File: config.mk
export PLATFORM = sky130hd
export DESIGN_NAME = pattern_painter_flat
export DESIGN_NICKNAME = d
export VERILOG_FILES = /design/src/rtl/pattern_painter_if.sv /design/src/rtl/pattern_painter.sv /design/src/flat_wrapper.sv
export SDC_FILE = /design/constraint.sdc
export NUM_CORES = 1
export LEC_CHECK = 0
export BUFFER_PORTS_ARGS = -buffer_cell sky130_fd_sc_hd__buf_2
export CAP_MARGIN = 10
export CORE_MARGIN = 4
export CORE_UTILIZATION = 50
export CTS_BUF_LIST = sky130_fd_sc_hd__clkbuf_2
export DETAILED_ROUTE_END_ITERATION = 16
export GPL_TIMING_DRIVEN = 0
export PLACE_DENSITY = 0.74
export SLEW_MARGIN = 20
export SYNTH_ARGS = -nofsm -noshare
export SYNTH_HDL_FRONTEND = slang
export SYNTH_SLANG_ARGS = --single-unit
File: constraint.sdc
create_clock -name clk -period 1.5 [get_ports clk]
set_input_delay 0.225 -clock clk [delete_from_list [all_inputs] [get_ports clk]]
set_output_delay 0.225 -clock clk [all_outputs]
set_load 0.01 [all_outputs]
File: src/rtl/pattern_painter_if.sv
// pattern_painter_if
// Groups the pixel-request, mode-selection and painted-output signals of
// the pattern painter so the scanner side and the painter side connect
// through one port.
//   frame       : 13-bit frame counter from the scanner
//   subframe    : 8-bit PWM threshold (painter uses the low CBITS bits)
//   x, y        : pixel column / row, XY_BITS each
//   in_valid    : pixel request qualifier
//   mode_req    : requested pattern
//   mode_load   : one-cycle strobe capturing mode_req
//   rgb         : {blu, grn, red} PWM bits
//   out_valid   : rgb qualifier
//   mode_active : pattern currently painted
// master = requester (scanner / testbench), slave = pattern_painter.
interface pattern_painter_if #(
  parameter int XY_BITS = 6
);
  logic [12:0]        frame;
  logic [7:0]         subframe;
  logic [XY_BITS-1:0] x;
  logic [XY_BITS-1:0] y;
  logic               in_valid;
  logic [1:0]         mode_req;
  logic               mode_load;
  logic [2:0]         rgb;
  logic               out_valid;
  logic [1:0]         mode_active;

  modport master (
    output frame, subframe, x, y, in_valid, mode_req, mode_load,
    input  rgb, out_valid, mode_active
  );

  modport slave (
    input  frame, subframe, x, y, in_valid, mode_req, mode_load,
    output rgb, out_valid, mode_active
  );
endinterface

File: src/rtl/pattern_painter.sv
// pattern_painter
// Two-stage pipelined test-pattern generator for the LED matrix driver.
// Stage 1 computes a CBITS-bit intensity per channel in one of four
// patterns (bars, gradient, checker, fade); stage 2 compares each
// intensity against the subframe threshold to give one PWM bit per
// channel. Pattern changes are deferred to the next frame boundary.
// Ports:
//   clk   : clock, rising edge
//   reset : asynchronous, active-high, clears all registers
//   bus   : pattern_painter_if slave modport (requests in, rgb out)
module pattern_painter #(
  parameter int XY_BITS = 6,
  parameter int CBITS   = 4
) (
  input logic              clk,
  input logic              reset,
  pattern_painter_if.slave bus
);

  typedef enum logic [1:0] {
    MODE_BARS     = 2'd0,
    MODE_GRADIENT = 2'd1,
    MODE_CHECKER  = 2'd2,
    MODE_FADE     = 2'd3
  } mode_e;

  localparam int L = 1 << XY_BITS;
  localparam logic [CBITS-1:0] FULL = '1;

  // Bar edges in the 13-bit scroll coordinate.
  localparam logic [12:0] RED_LO = 13'(5 * L);
  localparam logic [12:0] RED_HI = 13'(7 * L);
  localparam logic [12:0] GRN_LO = 13'((5 * L) / 2);
  localparam logic [12:0] GRN_HI = 13'((9 * L) / 2);
  localparam logic [12:0] BLU_HI = 13'(2 * L);

  mode_e       mode_active;
  mode_e       mode_pend;
  logic        pend_v;
  logic [12:0] frame_q;
  logic        boundary;

  logic [12:0]      xx;
  logic             chk;
  logic [CBITS-1:0] pr, pg, pb;

  logic             s1_v;
  logic [CBITS-1:0] ir, ig, ib, thr;

  logic [2:0] rgb;
  logic       out_valid;

  // Upper subframe bits and top frame bits are not used by any pattern.
  logic unused_bits;
  assign unused_bits = ^{bus.subframe, bus.frame};

  assign boundary = (bus.frame != frame_q);

  // Mode control: a load between boundaries is parked in mode_pend (last
  // load wins); at a boundary a same-cycle load takes priority over the
  // parked one, so the newest request is what gets painted.
  always_ff @(posedge clk or posedge reset) begin
    if (reset) begin
      mode_active <= MODE_BARS;
      mode_pend   <= MODE_BARS;
      pend_v      <= 1'b0;
      frame_q     <= '0;
    end else begin
      frame_q <= bus.frame;
      if (boundary) begin
        if (bus.mode_load) begin
          mode_active <= mode_e'(bus.mode_req);
        end else if (pend_v) begin
          mode_active <= mode_pend;
        end
        pend_v <= 1'b0;
      end else if (bus.mode_load) begin
        mode_pend <= mode_e'(bus.mode_req);
        pend_v    <= 1'b1;
      end
    end
  end

  // Pattern intensities for the current request, using the mode that is
  // active in this cycle (so a boundary-cycle pixel keeps the old mode).
  always_comb begin
    xx  = RED_HI + 13'(bus.x) - {4'd0, bus.frame[10:2]};
    chk = bus.x[3] ^ bus.y[3] ^ bus.frame[6];
    pr  = '0;
    pg  = '0;
    pb  = '0;
    case (mode_active)
      MODE_BARS: begin
        pr = (xx >= RED_LO && xx < RED_HI) ? FULL : '0;
        pg = (xx >= GRN_LO && xx < GRN_HI) ? FULL : '0;
        pb = (xx < BLU_HI) ? FULL : '0;
      end
      MODE_GRADIENT: begin
        pr = bus.x[XY_BITS-1 -: CBITS];
        pg = bus.y[XY_BITS-1 -: CBITS];
        pb = bus.frame[CBITS+1:2];
      end
      MODE_CHECKER: begin
        pr = chk ? FULL : '0;
        pg = chk ? FULL : '0;
        pb = chk ? FULL : '0;
      end
      MODE_FADE: begin
        pr = bus.frame[CBITS+3:4];
        pg = bus.frame[CBITS+3:4];
        pb = bus.frame[CBITS+3:4];
      end
    endcase
  end

  // Stage 1: data registers only load on a valid request and hold otherwise.
  always_ff @(posedge clk or posedge reset) begin
    if (reset) begin
      s1_v <= 1'b0;
      ir   <= '0;
      ig   <= '0;
      ib   <= '0;
      thr  <= '0;
    end else begin
      s1_v <= bus.in_valid;
      if (bus.in_valid) begin
        ir  <= pr;
        ig  <= pg;
        ib  <= pb;
        thr <= bus.subframe[CBITS-1:0];
      end
    end
  end

  // Stage 2: strict greater-than, so intensity 0 never lights and full
  // scale lights for every threshold except full scale.
  always_ff @(posedge clk or posedge reset) begin
    if (reset) begin
      out_valid <= 1'b0;
      rgb       <= '0;
    end else begin
      out_valid <= s1_v;
      if (s1_v) begin
        rgb <= {(ib > thr), (ig > thr), (ir > thr)};
      end
    end
  end

  assign bus.rgb         = rgb;
  assign bus.out_valid   = out_valid;
  assign bus.mode_active = mode_active;

endmodule

File: src/flat_wrapper.sv
// flat-port wrapper written by rule: the top's interface ports become plain ports
module pattern_painter_flat 
#(
  parameter int XY_BITS = 6,
  parameter int CBITS   = 4
)
  (clk, reset, bus_frame, bus_subframe, bus_x, bus_y, bus_in_valid, bus_mode_req, bus_mode_load, bus_rgb, bus_out_valid, bus_mode_active);
  pattern_painter_if #(.XY_BITS(XY_BITS)) bus_i ();
  input logic clk;
  input logic reset;
  input wire logic [$bits(bus_i.frame)-1:0] bus_frame;
  input wire logic [$bits(bus_i.subframe)-1:0] bus_subframe;
  input wire logic [$bits(bus_i.x)-1:0] bus_x;
  input wire logic [$bits(bus_i.y)-1:0] bus_y;
  input wire logic [$bits(bus_i.in_valid)-1:0] bus_in_valid;
  input wire logic [$bits(bus_i.mode_req)-1:0] bus_mode_req;
  input wire logic [$bits(bus_i.mode_load)-1:0] bus_mode_load;
  output wire logic [$bits(bus_i.rgb)-1:0] bus_rgb;
  output wire logic [$bits(bus_i.out_valid)-1:0] bus_out_valid;
  output wire logic [$bits(bus_i.mode_active)-1:0] bus_mode_active;
  assign bus_i.frame = bus_frame;
  assign bus_i.subframe = bus_subframe;
  assign bus_i.x = bus_x;
  assign bus_i.y = bus_y;
  assign bus_i.in_valid = bus_in_valid;
  assign bus_i.mode_req = bus_mode_req;
  assign bus_i.mode_load = bus_mode_load;
  assign bus_rgb = bus_i.rgb;
  assign bus_out_valid = bus_i.out_valid;
  assign bus_mode_active = bus_i.mode_active;
  pattern_painter #(.XY_BITS(XY_BITS), .CBITS(CBITS)) u_core (.clk(clk), .reset(reset), .bus(bus_i));
endmodule
==> summary.txt, run 1 <==
Status: finished with violations
Failing checks: negative setup slack
Register area share after synthesis: 0.420
Internal power: 1.79 mW
Post-Place Setup Slack: -0.704 ns
Switch share: 0.333
RSZ-0062 raised after global routing: true
Most used cell, CP: nand4_1
Drt via density: 5.49
Cells after Synth: 231
Worst EP required: 1.79 ns
CTS tree: done
Tot Pwr: 2.68 mW
Crit path cell chain: xnor2_2 -> nand4_1 -> nor4_2 -> nand4_1 -> or2_4 -> mux2_4
Buf/Inv on CP: 0
Routed wire length: 5.60 mm
Worst rel slew slack: 0.628
Setup ws final: -0.341 ns
Via total after detailed routing: 1,942
Crit Path Max Fanout: 2
Core area: 0.00441 mm^2
Diodes inserted: 0
P&R area growth vs syn: 38.6%
Synth area leaders: dfrtp_1, ha_1, xnor2_1, inv_1, nor2_1
Crit-path leading delay family: simple AND/OR/NAND/NOR gates
Cell taking the most area after synthesis: dfrtp_1
Pins over their slew limit: 0
EDFF count, synth: 0
Clk_skew: 0.0253 ns
Register bit total from synthesis: 39
Final min period: 1.84 ns
Die Wd: 76.2 um
Leakage: 1.45 nW
DIE AREA: 0.00580 mm^2
DP Area: 0.00271 mm^2
Ports: 45
Initial antenna violation count: 0
DRC violation total after the first TritonRoute iteration: 119
Post-synth cell types: 46
Layout Nets: 359
CTS sink count: 39
Sequential group share of total power: 0.464
# port buffers: 38
CTS clk-pin slew, worst paths: 0.19 ns
Routed len/inst: 15.8 um
Synth top area share: 0.420
Power Density: 834 mW/mm^2
Max Freq: 543 MHz
Combinational Power Share: 0.364
Post-Syn Area per Cell: 10.1 um^2
Die height: 76.2 um
Netlist Area Pre-Place: 0.00232 mm^2
H-tree depth: 2
Synth warnings: 0
Remaining DRCs: 0
CP max stage delay: 0.44 ns
Endpoints failing hold: 0
Layout cells sized above 1: 0.394
Global-route wire length before repair: 8.79 mm
Starting Density: 0.526
CP Class: register to register
Crit-path slowest cell: dfrtp_1
Slew @ Worst Pin: 0.552 ns
Clk_lat worst skew: 0.37 ns
GRT Util Overall: 0.183
Synth Flop Type: dfrtp_1
Total grt overflow: 0
Clock power share: 0.172
Max-cap viol count: 0
RD Place Congestion: 0.838
Post-route cell area: 0.00322 mm^2
Clk root buf: clkbuf_2
Placed insts: 322
Clock Path Buffers: 2
Period Utilization, post-route: 1.23
DRT Pass-1 Iters: 4
Largest net degree at the start of global routing: 26
Core Rows: 24
Setup crit end kind: register
Setup violators final: 20
Worst VDD drop: 0.610 mV
Switching power total: 0.893 mW
Fin cells: 354
Hpwl dp: 3.72 mm
CP Data Arrival Time: 2.13 ns
FFs w/ async S/R, synth: 1.00
Total nets after synthesis: 289
ANT nets after route: 0
TritonCTS Buffers: 5
Vias in the first global route: 1,961
Critical path startpoint category: register
Worst Hold Class: primary input to register
## cell usage in the layout, fill, tap and decap left out, types with 8 or more instances in the layout
cell / n
clkbuf_2: 8
buf_2: 32
dfrtp_1: 39
ha_4: 9
inv_1: 13
ha_1: 9
buf_4: 11
dlygate4sd3_1: 14
nor2_1: 18
nand2_1: 17
## metrics by stage
step	hold WS, ns	TNS (ns)	util
floorplan	0.256	-3.59	-
global placement	0.359	-12.28	0.609
detailed placement	0.201	-9.10	0.614
CTS	0.0153	-2.36	0.704
global route	0.00167	-3.54	0.729
finish	0.0397	-3.04	0.729
## worst reg2reg max path: cells and delay by family (launching register included)
kind	cells	cell delay [ns]
xor gates and xnor gates	1	0.21
DFF	1	0.44
muxes	1	0.30
and+or+nand+nor	4	0.83
## repair_timing
action,CTS,global route
setup buffers,9,2
pin swaps,24,17
setup endpoints to repair,19,20
hold buffers,10,3
resized for setup,42,12
endpoints found under the hold margin,23,3
## final cells by class
cell class | instances | area [um^2]
buffer | 6 | 53.8
clock buffer | 7 | 35.0
clock inverter | 1 | 5.00
fill | 306 | 1190
inverter | 20 | 97.6
multi-input combinational | 166 | 1510
sequential | 39 | 976
tap | 52 | 65.1
timing repair buffer | 63 | 478
## synthesized netlist by cell type (3+ instances only)
library cell and n:
inv_1 20, o22ai_1 5, o21ai_0 13, nor2b_1 5
ha_1 18, a41oi_1 6, nor3_1 3, xor2_1 7
nand2_1 17, nand3_1 3, a22o_1 4, nand2b_1 5
xnor2_1 9, dfrtp_1 39, and3_1 3, and2_2 3
a21oi_1 7, buf_6 3, a31oi_1 4, mux2_2 4
nor2_1 20
## cells by family (layout without fill, tap and decap cells)
kind of cell	count (synthesis)	after routing	synth area share
AO/OA/AOI/OAI	54	54	0.161
XOR/XNOR	17	17	0.0700
buffers and inverters	26	97	0.0555
adder cells (fa/ha/maj)	19	19	0.106
flip-flops	39	39	0.420
multiplexers	7	7	0.0366
AND/OR/NAND/NOR	69	69	0.151
## power groups by stage
stage	clock network, mW	logic, mW	registers, mW
2_1_floorplan	0	0.516	1.26
3_3_place_gp	0	0.731	1.25
3_5_place_dp	0	0.756	1.25
4_1_cts	0.466	0.884	1.24
5_1_grt	0.534	1.07	1.26
6_report	0.461	0.978	1.25
## flip-flops by register name, summed over array words and instances (netlist names)
name	flops
u_core.bus.out_valid	1
u_core.pend_v	1
u_core.s1_v	1
u_core.ib	4
u_core.mode_pend	2
u_core.frame_q	13
u_core.bus.mode_active	2
u_core.ir	4
u_core.thr	4
u_core.ig	4
u_core.bus.rgb	3
## final timing paths
kind                                                   end  cells after the start  slack (ns)                         from
max in group asynchronous         u_core.ig[0]$_DFFE_PP0P_                      4        0.76                        reset
hold / removal                   u_core.thr[2]$_DFFE_PP0P_                      3        0.04              bus_subframe[2]
hold reg to reg             u_core.bus.out_valid$_DFF_PP0_                      0        0.52        u_core.s1_v$_DFF_PP0_
setup reg to reg           u_core.mode_pend[0]$_DFFE_PP0P_                      6       -0.34  u_core.frame_q[3]$_DFF_PP0_
setup / recovery           u_core.mode_pend[0]$_DFFE_PP0P_                      6       -0.34  u_core.frame_q[3]$_DFF_PP0_
min in group asynchronous  u_core.mode_pend[1]$_DFFE_PP0P_                      3        0.32                        reset
## metal layers
metal	GRT usage	vias up	wire, um
li1	-	958	-
met1	0.231	930	2480
met2	0.312	45	2750
met3	0.0390	9	299
met4	0.0559	0	66
met5	0	-	0
Power figures use the tool's default switching activity.
==> run 2: changes to the inputs <==
--- a/config.mk
+++ b/config.mk
@@ -13,7 +13,9 @@
 export DETAILED_ROUTE_END_ITERATION = 16
 export GPL_TIMING_DRIVEN = 0
 export PLACE_DENSITY = 0.74
+export RECOVER_POWER = 50
 export SLEW_MARGIN = 20
 export SYNTH_ARGS = -nofsm -noshare
 export SYNTH_HDL_FRONTEND = slang
 export SYNTH_SLANG_ARGS = --single-unit
+export TNS_END_PERCENT = 5
==> run 2 against run 1 <==
Net effect:
- non-clock buffer count shrank 6
- clock-buffer cell count shrank 2
- the run still ends with negative setup slack left
- routed wire length shrank 11%
- die area is the same
- largest cell class unchanged
- clock skew grew 0.013 ns
- clock power grew 2%
- largest power group unchanged
- register-to-register slack gained 0.03 ns
- worst setup slack gained 0.029 ns
==> summary.txt, run 2 (synthesis results as in run 1) <==
Clock power share: 0.187
# port buffers: 38
Routed wire length: 5.01 mm
Via total after detailed routing: 1,858
Initial antenna violation count: 0
Most frequent cells in the layout: dfrtp_1, buf_2, nor2_1, dlygate4sd3_1, nand2_1
Max Freq: 552 MHz
Routed len/inst: 14.4 um
Status: finished with violations
Starting Density: 0.526
Critical path startpoint category: register
Sequential group share of total power: 0.489
Period Utilization, post-route: 1.21
CTS clk-pin slew, worst paths: 0.24 ns
Hpwl dp: 3.72 mm
CTS sink count: 39
Switching power total: 0.837 mW
Pins over their slew limit: 0
Worst rel slew slack: 0.659
Commonest non-fill, non-tap cell in the layout: dfrtp_1
Leakage: 1.36 nW
CP Data Arrival Time: 2.10 ns
Clk_skew: 0.0379 ns
Die Wd: 76.2 um
Max reg flops: 13
Biggest register: u_core.frame_q
Clk_lat worst skew: 0.42 ns
Drt via density: 5.34
Die height: 76.2 um
Core Rows: 24
DP Area: 0.00270 mm^2
Setup violators final: 19
Global-route wire length before repair: 8.25 mm
Remaining DRCs: 0
DRT Pass-1 Iters: 4
Clock Path Buffers: 2
GRT Util Overall: 0.172
Combinational Power Share: 0.324
Switch share: 0.332
Setup crit end kind: register
Largest net degree at the start of global routing: 24
Worst Hold Class: primary input to register
Slew @ Worst Pin: 0.506 ns
Internal power: 1.68 mW
Fin cells: 348
Power Density: 847 mW/mm^2
Worst VDD drop: 0.620 mV
Ports: 45
TritonCTS Buffers: 5
Placed insts: 322
Core area: 0.00441 mm^2
Vias in the first global route: 1,851
Max-cap viol count: 0
Layout cells sized above 1: 0.291
Setup ws final: -0.312 ns
Failing checks: negative setup slack
RSZ-0062 raised after global routing: true
Endpoints failing hold: 0
DRC violation total after the first TritonRoute iteration: 56
Crit Path Max Fanout: 2
P&R area growth vs syn: 28.2%
Post-Place Setup Slack: -0.728 ns
Fillers: 364
Clk root buf: clkbuf_2
H-tree depth: 2
Util after Layout: 0.675
Layout Nets: 353
Final min period: 1.81 ns
CTS tree: done
DIE AREA: 0.00580 mm^2
CP Class: register to register
Post-route cell area: 0.00298 mm^2
Diodes inserted: 0
RD Place Congestion: 0.856
Total grt overflow: 0
Worst EP required: 1.79 ns
ANT nets after route: 0
[run 2: changes by cell type in the layout (fill, tap and decap cells not counted), sizes merged]
cell | before | now
buf | 54 | 42
clkinvlp | 0 | 2
dlygate4sd3 | 14 | 18
[run 2: final cells by class]
| class | count | area, um^2 | area share |
|---|---|---|---|
| plain buffers | 6 | 53.8 | 0.0181 |
| clock buffers | 5 | 25.0 | 0.00840 |
| clock inverters | 3 | 20.0 | 0.00672 |
| inverters | 20 | 82.6 | 0.0277 |
| multi-input cells | 166 | 1350 | 0.452 |
| flip-flops and latches | 39 | 976 | 0.328 |
| well taps | 52 | 65.1 | 0.0218 |
| repair buffers | 57 | 409 | 0.137 |
[run 2: worst paths after layout]
| kind | start | endpoint | slack (ns) | cells past startpoint |
|---|---|---|---|---|
| worst max-delay path | u_core.frame_q[2]$_DFF_PP0_ | u_core.mode_pend[0]$_DFFE_PP0P_ | -0.31 | 6 |
| worst min-delay path | bus_subframe[0] | u_core.thr[0]$_DFFE_PP0P_ | 0.01 | 2 |
| worst max register to register | u_core.frame_q[2]$_DFF_PP0_ | u_core.mode_pend[0]$_DFFE_PP0P_ | -0.31 | 6 |
| worst min register to register | u_core.s1_v$_DFF_PP0_ | u_core.bus.out_valid$_DFF_PP0_ | 0.50 | 0 |
| max in group asynchronous | reset | u_core.thr[1]$_DFFE_PP0P_ | 0.77 | 4 |
| min in group asynchronous | reset | u_core.mode_pend[1]$_DFFE_PP0P_ | 0.33 | 3 |
[run 2: worst max-delay path, cell delays in order, from the launching register on]
cell     delay, ns
dfrtp_1       0.44
xnor2_2       0.17
nand4_1       0.12
nor4_2        0.21
nand4_1       0.17
or2_1         0.28
mux2_4        0.31
[run 2: layer usage]
| metal | up-vias | GRT usage | part of all wire |
|---|---|---|---|
| li1 | 946 | - | - |
| met1 | 875 | 0.217 | 0.44 |
| met2 | 29 | 0.301 | 0.52 |
| met3 | 8 | 0.0343 | 0.035 |
| met4 | 0 | 0.0420 | 0.0090 |
| met5 | - | 0 | 0 |
[run 2: timing repair]
action,4_1_cts,5_1_grt
setup buffers,1,0
endpoints found under the hold margin,28,4
pin swaps,8,5
setup endpoints to repair,19,20
gates resized for setup,18,3
hold buffers,13,4
[run 2: metrics by stage]
| step | hold WS [ns] | TNS [ns] | power (mW) |
|---|---|---|---|
| 2_1_floorplan | 0.256 | -3.76 | 1.76 |
| 3_3_place_gp | 0.359 | -12.82 | 1.97 |
| 3_5_place_dp | 0.223 | -9.55 | 2.01 |
| 4_1_cts | 0.00484 | -2.49 | 2.52 |
| 5_1_grt | 0.000892 | -3.64 | 2.70 |
| 6_report | 0.0143 | -2.36 | 2.52 |
[run 2: power groups by stage]
stage                     sequential [mW]  combinational (mW)  clock [mW]
after floorplan                      1.26               0.505           0
after global placement               1.25               0.719           0
after detailed placement             1.25               0.752           0
after CTS                            1.23               0.816       0.472
after global routing                 1.25               0.910       0.535
final                                1.23               0.817       0.471
==> run 3: changes to the inputs <==
--- a/config.mk
+++ b/config.mk
@@ -8,11 +8,11 @@
 export BUFFER_PORTS_ARGS = -buffer_cell sky130_fd_sc_hd__buf_2
 export CAP_MARGIN = 10
 export CORE_MARGIN = 4
-export CORE_UTILIZATION = 50
+export CORE_UTILIZATION = 57
 export CTS_BUF_LIST = sky130_fd_sc_hd__clkbuf_2
 export DETAILED_ROUTE_END_ITERATION = 16
 export GPL_TIMING_DRIVEN = 0
-export PLACE_DENSITY = 0.74
+export PLACE_DENSITY = 0.8
 export RECOVER_POWER = 50
 export SLEW_MARGIN = 20
 export SYNTH_ARGS = -nofsm -noshare
==> constraint.sdc (replaced) <==
create_clock -name clk -period 1.78 [get_ports clk]
set_input_delay 0.267 -clock clk [delete_from_list [all_inputs] [get_ports clk]]
set_output_delay 0.267 -clock clk [all_outputs]
set_load 0.01 [all_outputs]
==> run 3 against run 2 <==
Net effect:
- the flow still finishes with violations (negative setup slack)
- sequential share of layout area increased by 1.2 points
- clock-buffer cell count increased by 1
- critical path depth increased by 1
- hold slack improved by 0.0096 ns
- highest routed layer unchanged
==> summary.txt, run 3 (synthesis results as in run 1) <==
Clk root buf: clkbuf_2
Post-Place Setup Slack: -0.446 ns
TritonCTS Buffers: 5
Ports: 45
Routed len/inst: 16.0 um
Worst EP required: 2.11 ns
Biggest register: u_core.frame_q
Vias in the first global route: 1,752
Area of the multi-input gates: 0.00132 mm^2
Worst r2r dst: u_core.mode_pend[1]$_DFFE_PP0P_
Remaining DRCs: 0
Max-cap viol count: 0
Period Utilization, post-route: 1.01
Leakage: 1.32 nW
Placed insts: 318
Crit-path leading delay family: simple AND/OR/NAND/NOR gates
ANT nets after route: 0
Fin cells: 341
Core Rows: 22
Die height: 71.8 um
Buf/Inv on CP: 2
Drt via density: 5.57
Combinational Power Share: 0.319
Hpwl dp: 3.92 mm
Fillers: 270
Crit path cell chain: dlygate4sd3_1 -> clkbuf_1 -> xor2_1 -> nor4_2 -> nand4_1 -> or2_1 -> mux2_4
WHS: 0.0240 ns
Layout Nets: 350
Crit-path slowest cell: dlygate4sd3_1
Commonest non-fill, non-tap cell in the layout: dfrtp_1
CP max stage delay: 0.53 ns
Post-route setup TNS: -0.0208 ns
Storage element area: 976 um^2
Clk_lat worst skew: 0.41 ns
Setup ws final: -0.0111 ns
Most frequent cells in the layout: dfrtp_1, buf_2, nor2_1, inv_1, nand2_1
Max Freq: 558 MHz
Endpoints failing hold: 0
CTS clk-pin slew, worst paths: 0.20 ns
CTS sink count: 39
CP Class: primary input to register
Max reg flops: 13
Layout cells sized above 1: 0.253
Status: finished with violations
Starting Density: 0.612
# port buffers: 38
Final min period: 1.79 ns
DRT Pass-1 Iters: 4
P&R area growth vs syn: 23.6%
DRC violation total after the first TritonRoute iteration: 99
Tot Pwr: 2.14 mW
Slew @ Worst Pin: 0.658 ns
R2R cell count: 6
H-tree depth: 2
R2R Setup Slk: 0 ns
CP Data Arrival Time: 2.12 ns
Levels on crit path: 7
DIE AREA: 0.00516 mm^2
GRT Util Overall: 0.217
Failing checks: negative setup slack
Setup crit end kind: register
Worst Hold Class: primary input to register
Setup violators final: 2
Clock Path Buffers: 2
Switch share: 0.342
RD Place Congestion: 0.891
Clk_skew: 0.00483 ns
Clock power share: 0.192
Crit Path Max Fanout: 2
Crit. Startpoint: bus_frame[11]
Global-route wire length before repair: 8.56 mm
Internal power: 1.41 mW
CTS tree: done
Power Density: 745 mW/mm^2
Via total after detailed routing: 1,898
Initial antenna violation count: 0
Worst rel slew slack: 0.561
Worst VDD drop: 0.545 mV
Total grt overflow: 0
Largest net degree at the start of global routing: 23
Routed wire length: 5.44 mm
Critical path endpoint: u_core.mode_pend[1]$_DFFE_PP0P_
Sequential group share of total power: 0.489
Crit Reg-Reg Startpoint: u_core.frame_q[3]$_DFF_PP0_
Diodes inserted: 0
Die Wd: 71.8 um
Switching power total: 0.731 mW
Critical path startpoint category: primary input
Pins over their slew limit: 0
Core area: 0.00380 mm^2
-- run 3: changes by cell type in the layout (fill, tap and decap cells not counted), sizes merged --
cell         change
clkbuf           +7
clkinvlp         -1
buf              -6
dlygate4sd3      -3
-- run 3: what timing repair did --
item                       in CTS  in global routing
hold endpoints to repair       23                  7
setup endpoints to repair       3                  6
hold buffers                    7                  7
resized for setup               2                  4
buffers inserted                1                  0
pin swaps                       1                  2
-- run 3: how the worst min path moves through the flow --
stage,startpoint,to,cells after the start
2_1_floorplan,bus_frame[0],u_core.frame_q[0]$_DFF_PP0_,0
6_report,bus_frame[3],u_core.frame_q[3]$_DFF_PP0_,1
3_3_place_gp,bus_frame[12],u_core.frame_q[12]$_DFF_PP0_,1
5_1_grt,bus_frame[3],u_core.frame_q[3]$_DFF_PP0_,1
4_1_cts,bus_frame[7],u_core.frame_q[7]$_DFF_PP0_,1
3_5_place_dp,reset,u_core.frame_q[12]$_DFF_PP0_,2
-- run 3: layer usage --
layer | vias up | track usage | share of wire
met2 | 44 | 0.364 | 0.52
met5 | - | 0 | 0
met3 | 6 | 0.0589 | 0.047
li1 | 941 | - | -
met4 | 0 | 0.0438 | 0.0079
met1 | 907 | 0.283 | 0.43
-- run 3: stage by stage --
step,util,instance area [um^2]
floorplan,-,2410
global placement,0.702,2670
detailed placement,0.709,2690
CTS,0.743,2820
global route,0.756,2870
finish,0.756,2870
-- run 3: worst reg2reg max path, cell delays in order (launching register included) --
cell and delay [ns]:
dfrtp_1 0.43, xnor2_1 0.18, nand4_1 0.14, nor4_2 0.19, nand4_1 0.16, or2_1 0.29
mux2_4 0.32
-- run 3: power groups by stage --
| stage | registers (mW) | clock network (mW) | logic (mW) |
|---|---|---|---|
| floorplan | 1.06 | 0 | 0.425 |
| global placement | 1.05 | 0 | 0.607 |
| detailed placement | 1.06 | 0 | 0.644 |
| CTS | 1.05 | 0.403 | 0.668 |
| global route | 1.06 | 0.460 | 0.759 |
| finish | 1.05 | 0.411 | 0.682 |
-- run 3: area by class of cell --
class | count | share of cell area
inverters | 20 | 0.0287
plain buffers | 6 | 0.0187
well taps | 48 | 0.0209
clock inverters | 2 | 0.00436
clock buffers | 6 | 0.0105
multi-input cells | 166 | 0.461
flip-flops and latches | 39 | 0.340
repair buffers | 54 | 0.116
